$ cat config.mk
export PLATFORM = sky130hd
export DESIGN_NAME = hazard_stall_ctrl_flat
export DESIGN_NICKNAME = d
export VERILOG_FILES = /design/src/rtl/hazard_stall_ctrl_if.sv /design/src/rtl/hazard_stall_ctrl.sv /design/src/flat_wrapper.sv
export SDC_FILE = /design/constraint.sdc
export NUM_CORES = 1
export LEC_CHECK = 0
export CAP_MARGIN = 20
export CORE_ASPECT_RATIO = 0.8
export CORE_MARGIN = 1.5
export CORE_UTILIZATION = 30
export CTS_CLUSTER_SIZE = 16
export DETAILED_ROUTE_END_ITERATION = 8
export GPL_ROUTABILITY_DRIVEN = 0
export SLEW_MARGIN = 20
export SYNTH_ARGS = -nofsm -noshare
export SYNTH_HDL_FRONTEND = slang
export SYNTH_SLANG_ARGS = --single-unit
$ cat constraint.sdc
create_clock -name clk_i -period 3.3 [get_ports clk_i]
set_input_delay 0.99 -clock clk_i [delete_from_list [all_inputs] [get_ports clk_i]]
set_output_delay 0.99 -clock clk_i [all_outputs]
set_load 0.01 [all_outputs]
$ cat src/rtl/hazard_stall_ctrl_if.sv
// hazard_stall_ctrl_if: ID-stage hazard sources, memory handshake and pipeline control enables.
interface hazard_stall_ctrl_if #(
    parameter int REG_AW = 5
);
    logic [REG_AW-1:0] IFIDRegRs_i;
    logic [REG_AW-1:0] IFIDRegRt_i;
    logic              IDEXMemRead_i;
    logic [REG_AW-1:0] IDEXRegRt_i;
    logic              EXMEMMemRead_i;
    logic [REG_AW-1:0] EXMEMRegRt_i;
    logic              memReq_i;
    logic              memAck_i;
    logic              branchTaken_i;
    logic              pcWrite_o;
    logic              IFID_o;
    logic              IFIDFlush_o;
    logic              MuxSelect_o;
    logic              freeze_o;
    logic              error_o;

    modport master (
        output IFIDRegRs_i, IFIDRegRt_i, IDEXMemRead_i, IDEXRegRt_i,
               EXMEMMemRead_i, EXMEMRegRt_i, memReq_i, memAck_i, branchTaken_i,
        input  pcWrite_o, IFID_o, IFIDFlush_o, MuxSelect_o, freeze_o, error_o
    );

    modport slave (
        input  IFIDRegRs_i, IFIDRegRt_i, IDEXMemRead_i, IDEXRegRt_i,
               EXMEMMemRead_i, EXMEMRegRt_i, memReq_i, memAck_i, branchTaken_i,
        output pcWrite_o, IFID_o, IFIDFlush_o, MuxSelect_o, freeze_o, error_o
    );
endinterface

$ cat src/rtl/hazard_stall_ctrl.sv
// hazard_stall_ctrl: load-use stall, memory-wait freeze, branch flush and sticky timeout error.
// Optional HAZ_PERF_CNT_EN adds saturating stall/flush cycle counters.
module hazard_stall_ctrl #(
    parameter int REG_AW         = 5,
    parameter int LOAD_USE_DEPTH = 1,
    parameter int TIMEOUT_CYC    = 255,
    parameter int CNT_W          = 8
) (
    input  logic                clk_i,
    input  logic                rst_i,
    hazard_stall_ctrl_if.slave  bus
`ifdef HAZ_PERF_CNT_EN
    ,
    output logic [31:0]         stallCnt_o,
    output logic [31:0]         flushCnt_o
`endif
);
    typedef enum logic [1:0] {RUN, MEM_WAIT, ERR} state_t;

    state_t             r_state, w_next;
    logic [CNT_W-1:0]   r_cnt, w_cnt_nxt;
    logic [REG_AW-1:0]  w_rs, w_rt;
    logic               w_lu, w_pc, w_ifid, w_flush, w_mux, w_freeze;

    function automatic logic hit(input logic [REG_AW-1:0] a, rs, rt);
        return (a != '0) && (a == rs || a == rt);
    endfunction

    assign w_rs = bus.IFIDRegRs_i;
    assign w_rt = bus.IFIDRegRt_i;
    assign w_lu = (bus.IDEXMemRead_i & hit(bus.IDEXRegRt_i, w_rs, w_rt))
                | ((LOAD_USE_DEPTH == 2) & bus.EXMEMMemRead_i & hit(bus.EXMEMRegRt_i, w_rs, w_rt));

    always_comb begin
        w_next    = r_state;
        w_cnt_nxt = r_cnt;
        w_pc      = 1'b1;
        w_ifid    = 1'b1;
        w_flush   = 1'b0;
        w_mux     = 1'b0;
        w_freeze  = 1'b0;
        if (r_state == ERR) begin
            w_pc     = 1'b0;
            w_ifid   = 1'b0;
            w_freeze = 1'b1;
        end else if (r_state == MEM_WAIT) begin
            w_pc     = 1'b0;
            w_ifid   = 1'b0;
            w_freeze = 1'b1;
            if (bus.memAck_i) begin
                w_next    = RUN;
                w_cnt_nxt = '0;
            end else if (r_cnt == CNT_W'(TIMEOUT_CYC)) begin
                w_next = ERR;
            end else begin
                w_cnt_nxt = r_cnt + 1'b1;
            end
        end else if (bus.memReq_i && !bus.memAck_i) begin
            w_pc      = 1'b0;
            w_ifid    = 1'b0;
            w_freeze  = 1'b1;
            w_next    = MEM_WAIT;
            w_cnt_nxt = CNT_W'(1);
        end else if (w_lu) begin
            w_pc   = 1'b0;
            w_ifid = 1'b0;
            w_mux  = 1'b1;
        end else begin
            w_flush = bus.branchTaken_i;
        end
    end

    always_ff @(posedge clk_i or negedge rst_i) begin
        if (!rst_i) begin
            r_state <= RUN;
            r_cnt   <= '0;
        end else begin
            r_state <= w_next;
            r_cnt   <= w_cnt_nxt;
        end
    end

    // While reset is held the pipeline is parked with a bubble selected.
    assign bus.pcWrite_o   = rst_i & w_pc;
    assign bus.IFID_o      = rst_i & w_ifid;
    assign bus.IFIDFlush_o = rst_i & w_flush;
    assign bus.MuxSelect_o = ~rst_i | w_mux;
    assign bus.freeze_o    = rst_i & w_freeze;
    assign bus.error_o     = (r_state == ERR);

`ifdef HAZ_PERF_CNT_EN
    logic [31:0] r_stall, r_flush;

    always_ff @(posedge clk_i or negedge rst_i) begin
        if (!rst_i) begin
            r_stall <= '0;
            r_flush <= '0;
        end else begin
            if (!w_pc && r_stall != '1) r_stall <= r_stall + 1'b1;
            if (w_flush && r_flush != '1) r_flush <= r_flush + 1'b1;
        end
    end

    assign stallCnt_o = r_stall;
    assign flushCnt_o = r_flush;
`endif
endmodule

$ cat src/flat_wrapper.sv
// flat-port wrapper written by rule: the top's interface ports become plain ports
module hazard_stall_ctrl_flat 
#(
    parameter int REG_AW         = 5,
    parameter int LOAD_USE_DEPTH = 1,
    parameter int TIMEOUT_CYC    = 255,
    parameter int CNT_W          = 8
)
  (clk_i, rst_i, bus_IFIDRegRs_i, bus_IFIDRegRt_i, bus_IDEXMemRead_i, bus_IDEXRegRt_i, bus_EXMEMMemRead_i, bus_EXMEMRegRt_i, bus_memReq_i, bus_memAck_i, bus_branchTaken_i, bus_pcWrite_o, bus_IFID_o, bus_IFIDFlush_o, bus_MuxSelect_o, bus_freeze_o, bus_error_o);
  hazard_stall_ctrl_if #(.REG_AW(REG_AW)) bus_i ();
  input  logic clk_i;
  input  logic rst_i;
  input wire logic [$bits(bus_i.IFIDRegRs_i)-1:0] bus_IFIDRegRs_i;
  input wire logic [$bits(bus_i.IFIDRegRt_i)-1:0] bus_IFIDRegRt_i;
  input wire logic [$bits(bus_i.IDEXMemRead_i)-1:0] bus_IDEXMemRead_i;
  input wire logic [$bits(bus_i.IDEXRegRt_i)-1:0] bus_IDEXRegRt_i;
  input wire logic [$bits(bus_i.EXMEMMemRead_i)-1:0] bus_EXMEMMemRead_i;
  input wire logic [$bits(bus_i.EXMEMRegRt_i)-1:0] bus_EXMEMRegRt_i;
  input wire logic [$bits(bus_i.memReq_i)-1:0] bus_memReq_i;
  input wire logic [$bits(bus_i.memAck_i)-1:0] bus_memAck_i;
  input wire logic [$bits(bus_i.branchTaken_i)-1:0] bus_branchTaken_i;
  output wire logic [$bits(bus_i.pcWrite_o)-1:0] bus_pcWrite_o;
  output wire logic [$bits(bus_i.IFID_o)-1:0] bus_IFID_o;
  output wire logic [$bits(bus_i.IFIDFlush_o)-1:0] bus_IFIDFlush_o;
  output wire logic [$bits(bus_i.MuxSelect_o)-1:0] bus_MuxSelect_o;
  output wire logic [$bits(bus_i.freeze_o)-1:0] bus_freeze_o;
  output wire logic [$bits(bus_i.error_o)-1:0] bus_error_o;
  assign bus_i.IFIDRegRs_i = bus_IFIDRegRs_i;
  assign bus_i.IFIDRegRt_i = bus_IFIDRegRt_i;
  assign bus_i.IDEXMemRead_i = bus_IDEXMemRead_i;
  assign bus_i.IDEXRegRt_i = bus_IDEXRegRt_i;
  assign bus_i.EXMEMMemRead_i = bus_EXMEMMemRead_i;
  assign bus_i.EXMEMRegRt_i = bus_EXMEMRegRt_i;
  assign bus_i.memReq_i = bus_memReq_i;
  assign bus_i.memAck_i = bus_memAck_i;
  assign bus_i.branchTaken_i = bus_branchTaken_i;
  assign bus_pcWrite_o = bus_i.pcWrite_o;
  assign bus_IFID_o = bus_i.IFID_o;
  assign bus_IFIDFlush_o = bus_i.IFIDFlush_o;
  assign bus_MuxSelect_o = bus_i.MuxSelect_o;
  assign bus_freeze_o = bus_i.freeze_o;
  assign bus_error_o = bus_i.error_o;
  hazard_stall_ctrl #(.REG_AW(REG_AW), .LOAD_USE_DEPTH(LOAD_USE_DEPTH), .TIMEOUT_CYC(TIMEOUT_CYC), .CNT_W(CNT_W)) u_core (.clk_i(clk_i), .rst_i(rst_i), .bus(bus_i));
endmodule
# After elaboration in Yosys (flattened, before gate mapping)
# Cells that the tools add are included.
# W data, S select, Z words.
dict set report op_classes {
  n_reduce_logical 8
  n_eq_ne 7
  bitwise 7
  n_mux 23
  n_addsub 1
}
# op n
set op_table {}
lappend op_table {{$mux W8} 4}
lappend op_table {{$mux W1} 15}
lappend op_table {{$eq A5 B5 Y1} 2}
lappend op_table {{$add A8 B1 Y8 const B} 1}
lappend op_table {{$eq A8 B8 Y1 const B} 1}
lappend op_table {{$mux W2} 4}
lappend op_table {{$ne A3 B3 Y1 const B} 2}
lappend op_table {{$reduce_and A3 Y1} 2}
lappend op_table {{$reduce_bool A5 Y1} 1}
lappend op_table {{$and A1 B1 Y1} 4}
lappend op_table {{$eq A2 B1 Y1 const B} 1}
lappend op_table {{$eq A2 B2 Y1 const B} 1}
lappend op_table {{$logic_and A1 B1 Y1} 2}
lappend op_table {{$not A1 Y1} 2}
lappend op_table {{$reduce_bool A2 Y1} 1}
lappend op_table {{$logic_not A1 Y1} 1}
lappend op_table {{$logic_or A1 B1 Y1} 1}
lappend op_table {{$or A1 B1 Y1} 1}
dict set report totals {
  elab_cells 48
  reg_bits 10
  output_inout_bits 6
  in_bits 27
}

# Depth between registers and ports, before layout
dict set report depth {
  word_depth 9
  mapped_depth 6
  depth_no_buf 5
}

# Worst setup path before layout
# No wires, ideal clock.
dict set report synth_path {
  kind {input to output}
  startpoint {input port bus_IDEXRegRt_i[0]}
  endpoint {output port bus_pcWrite_o}
  path_buffers 1
  stages 4
  arrival_time_ps 2143
  required_ps 2310
  path_slack_ps 167
  cell_sequence {or4_1 o21a_1 a21oi_1 buf_4}
}
dict set report synth_via {
  elab_chain_len 9
  word_cells_on_any_way 11
  classes_between {eq/ne (2); mux (4); bitwise (2); reduce/logical (3)}
}
# item line
set synth_lines {}
lappend synth_lines {{from (decl)} flat_wrapper.sv:16} ;# input wire logic [$bits(bus_i.IDEXRegRt_i)-1:0] bus_IDEXRegRt_i;
lappend synth_lines {{$eq A5 B5 Y1} hazard_stall_ctrl.sv:26} ;# return (a != '0) && (a == rs || a == rt);
lappend synth_lines {{$logic_or A1 B1 Y1} hazard_stall_ctrl.sv:26}
lappend synth_lines {{$logic_and A1 B1 Y1 (*)} hazard_stall_ctrl.sv:26}
lappend synth_lines {{$and A1 B1 Y1 (*)} hazard_stall_ctrl.sv:31} ;# assign w_lu = (bus.IDEXMemRead_i & hit(bus.IDEXRegRt_i, w_rs, w_rt))
lappend synth_lines {{$mux W1 (*) (4 in series)} --}
lappend synth_lines {{$and A1 B1 Y1 (*)} --}
lappend synth_lines {{to (decl)} flat_wrapper.sv:22} ;# output wire logic [$bits(bus_i.pcWrite_o)-1:0] bus_pcWrite_o;
# Mark *: on every way between the ends. The rest lies on a longest branch, timed or not.

# Worst setup path in the final report
dict set report layout_path {
  startpoint {input port bus_IDEXRegRt_i[0]}
  endpoint {output port bus_MuxSelect_o}
}
dict set report layout_via {
  elab_chain_len 9
  word_cells_on_any_way 11
  classes_between {eq/ne (2); mux (4); bitwise (2); reduce/logical (3)}
}
# item line
set layout_lines {}
lappend layout_lines {{$eq A5 B5 Y1} hazard_stall_ctrl.sv:26}
lappend layout_lines {{$logic_or A1 B1 Y1} hazard_stall_ctrl.sv:26}
lappend layout_lines {{$logic_and A1 B1 Y1 (*)} hazard_stall_ctrl.sv:26}
lappend layout_lines {{$and A1 B1 Y1 (*)} hazard_stall_ctrl.sv:31}
lappend layout_lines {{$mux W1 (*)} hazard_stall_ctrl.sv:64} ;# end else if (w_lu) begin
lappend layout_lines {{$mux W1 (*)} hazard_stall_ctrl.sv:58} ;# end else if (bus.memReq_i && !bus.memAck_i) begin
lappend layout_lines {{$mux W1 (*)} hazard_stall_ctrl.sv:46} ;# end else if (r_state == MEM_WAIT) begin
lappend layout_lines {{$mux W1 (*)} hazard_stall_ctrl.sv:42} ;# if (r_state == ERR) begin
lappend layout_lines {{$or A1 B1 Y1 (*)} hazard_stall_ctrl.sv:87} ;# assign bus.MuxSelect_o = ~rst_i | w_mux;
lappend layout_lines {{to (decl)} flat_wrapper.sv:25} ;# output wire logic [$bits(bus_i.MuxSelect_o)-1:0] bus_MuxSelect_o;
# Marks and branches as above.

==> results.ini <==
[yosys]
synth_area_leader_cell=dfrtp_1
postSynthNetCount=122
yosys.area.top_type_share=0.319
synth_commonest_cells=13 x a21oi_1, 10 x dfrtp_1, 10 x xnor2_1
synth.distinct_cells=35
ys_warn_count=0
synth-seq-area-share=0.319
synth.top_cells.by_area=dfrtp_1 32%, xnor2_1 11%, a21oi_1 8.3%
yosysMostFrequentCell=a21oi_1
avgSynthCellArea_um2=8.35
synth_enable_flop_cells=0
syn-cell-area_um2=785
async_reset_ff_frac=1.00
ys_seq_elements=10
synth_ff_type=dfrtp_1
synth_cells=94

[global_route]
grt_start_max_net_pins=12
overflow=0
grt_use_total=0.139
antenna_found_initial=0
grt_pass1_vias=736
grt_pass1_wl_mm=3.17

[layout]
design_area_um2=1150
n_antenna_cell=0
drive_above_1_share=0.172
utilization=0.466
area.growth.synth_to_final_pct=46.3
nets=158

[sta]
rsz0062_at_grt=no
clock.fmax_mhz=306
holdWs_ns=0.537
fin_skew_ns=0.00319
worst_slack_ns=0.0315
period_needed_ns=3.27
fin_crit_sh=0.990
hold_viol_final=0
slew_headroom=0.734
slew_viol_final=0
tightest_slew_ns=0.393
setup_viol=0

[pwr]
finalPower_w=0.000340
power.density_nw_per_um2=296
ir_drop_v=0.000248
leakagePower_nw=0.471

[clock_network]
clk_pin_slew_ns=0.06
clk_latency_ns=0.26
cts-root-buf=clkbuf_4
cts_max_level=1
clkSinkCount=10
cts_setup_buffers=0
clock_path_buffers=2
cts_tree=yes
cts_buffers=3

[worst_setup_path]
reg2reg_slack_ns=1.79
start_kind=input port
reg2regPathDepth=5
r2r_end=u_core.r_cnt[0]$_DFFE_PN0P_
critPathCaptureType=primary output
cp_max_fo=3
crit_required_ns=2.31
cp.arrival_ns=2.28
crit_type=in2out
reg2reg_from=u_core.r_cnt[0]$_DFFE_PN0P_

[detailed_routing]
wl_per_cell_um=11.9
drt-total-wl_mm=1.95
vias=821
drcViolationCount=0
drt_iter0_markers=19
ant_nets=0
vias_per_cell=5.01
dr.pass1.iters=4

[placement]
place_area_um2=1130
portBuffers=26
post-place-ws_ns=-0.626
dp_hpwl_mm=1.44

[job]
cap_violations=0

[hold_path]
worstHoldPathType=reg2reg
hp-start=u_core.r_cnt[1]$_DFFE_PN0P_
min_path_cells=1
min_to=u_core.r_cnt[1]$_DFFE_PN0P_

[die]
dieArea_um2=2930
die_height_um=48.7
fp-row-count=16
core_um2=2460
pin_count=33
floorplan.initialDensity=0.319
fp.dieW_um=60.2

[outcome]
status=finished, final reports clean

-- routing by layer --
metal  global-route usage  vias up  wire [µm]
met5                    0        -          0
met4               0.0444        0          9
met3               0.0348        2        125
met2                0.216       25        868
met1                0.187      378        944
li1                     -      416          -
-- state kept, by name, indices dropped and copies added, names as in the netlist --
register and flops:
u_core.r_state 2, u_core.r_cnt 8
-- report_power, final --
| group | internal (W) | switching [W] |
|---|---|---|
| Clock | 0.0000421 | 0.0000401 |
| Combinational | 0.0000612 | 0.0000497 |
| Sequential | 0.000133 | 0.0000141 |
-- worst max-delay path by stage --
stage,to,start,slack (ns)
after CTS,bus_MuxSelect_o,bus_IDEXRegRt_i[3],0.01
final,bus_MuxSelect_o,bus_IDEXRegRt_i[0],0.03
after detailed placement,bus_pcWrite_o,bus_IDEXRegRt_i[0],-0.63
after floorplan,bus_pcWrite_o,bus_IDEXRegRt_i[0],0.17
after global routing,bus_MuxSelect_o,bus_IFIDRegRt_i[0],0.003
after global placement,bus_IFID_o,bus_IDEXRegRt_i[0],-0.58
-- layout by cell type (no fill, tap or decap), types with 2 or more instances in the layout --
cell	n
a21oi_1	12
a31o_2	2
a31oi_1	2
a41oi_1	2
buf_2	4
buf_4	9
clkbuf_4	3
clkdlybuf4s15_1	3
clkdlybuf4s50_1	16
dfrtp_1	10
dlygate4sd2_1	2
inv_1	3
nand2_1	6
nand2b_1	3
nand3_1	7
nor2_1	6
o21a_1	2
o21ai_0	3
o21ai_1	2
xnor2_1	10
-- kinds of logic after synthesis --
group	count (synthesis)	share of synthesized area
buffers and inverters	7	0.0431
XOR/XNOR	10	0.112
AND/OR/NAND/NOR	32	0.219
flip-flops	10	0.319
AO/OA/AOI/OAI	34	0.292
adder cells (fa/ha/maj)	1	0.0159
-- stage by stage --
step,TNS [ns],std cells
floorplan,0,94
global placement,-2.27,161
detailed placement,-2.41,161
CTS,0,164
global route,0,164
finish,0,164
-- layout make-up --
cell class                 count  area [µm²]
sequential                    10         250
fill                         259        1320
clock buffer                   3        22.5
inverter                       3        11.3
timing repair buffer          35         308
multi-input combinational     77         510
tap                           36        45.0
-- worst max-delay path, cell delays in order --
cell,delay [ns]
clkdlybuf4s15_1,0.17
or4_1,0.53
o21a_1,0.23
a31o_1,0.22
buf_2,0.13
-- repair_timing --
action	in CTS	in global routing
cloned	0	0
endpoints found under the setup margin	5	2
pin swaps	3	5
gates resized for setup	26	1
hold buffers	0	0
Power figures use the tool's default switching activity.
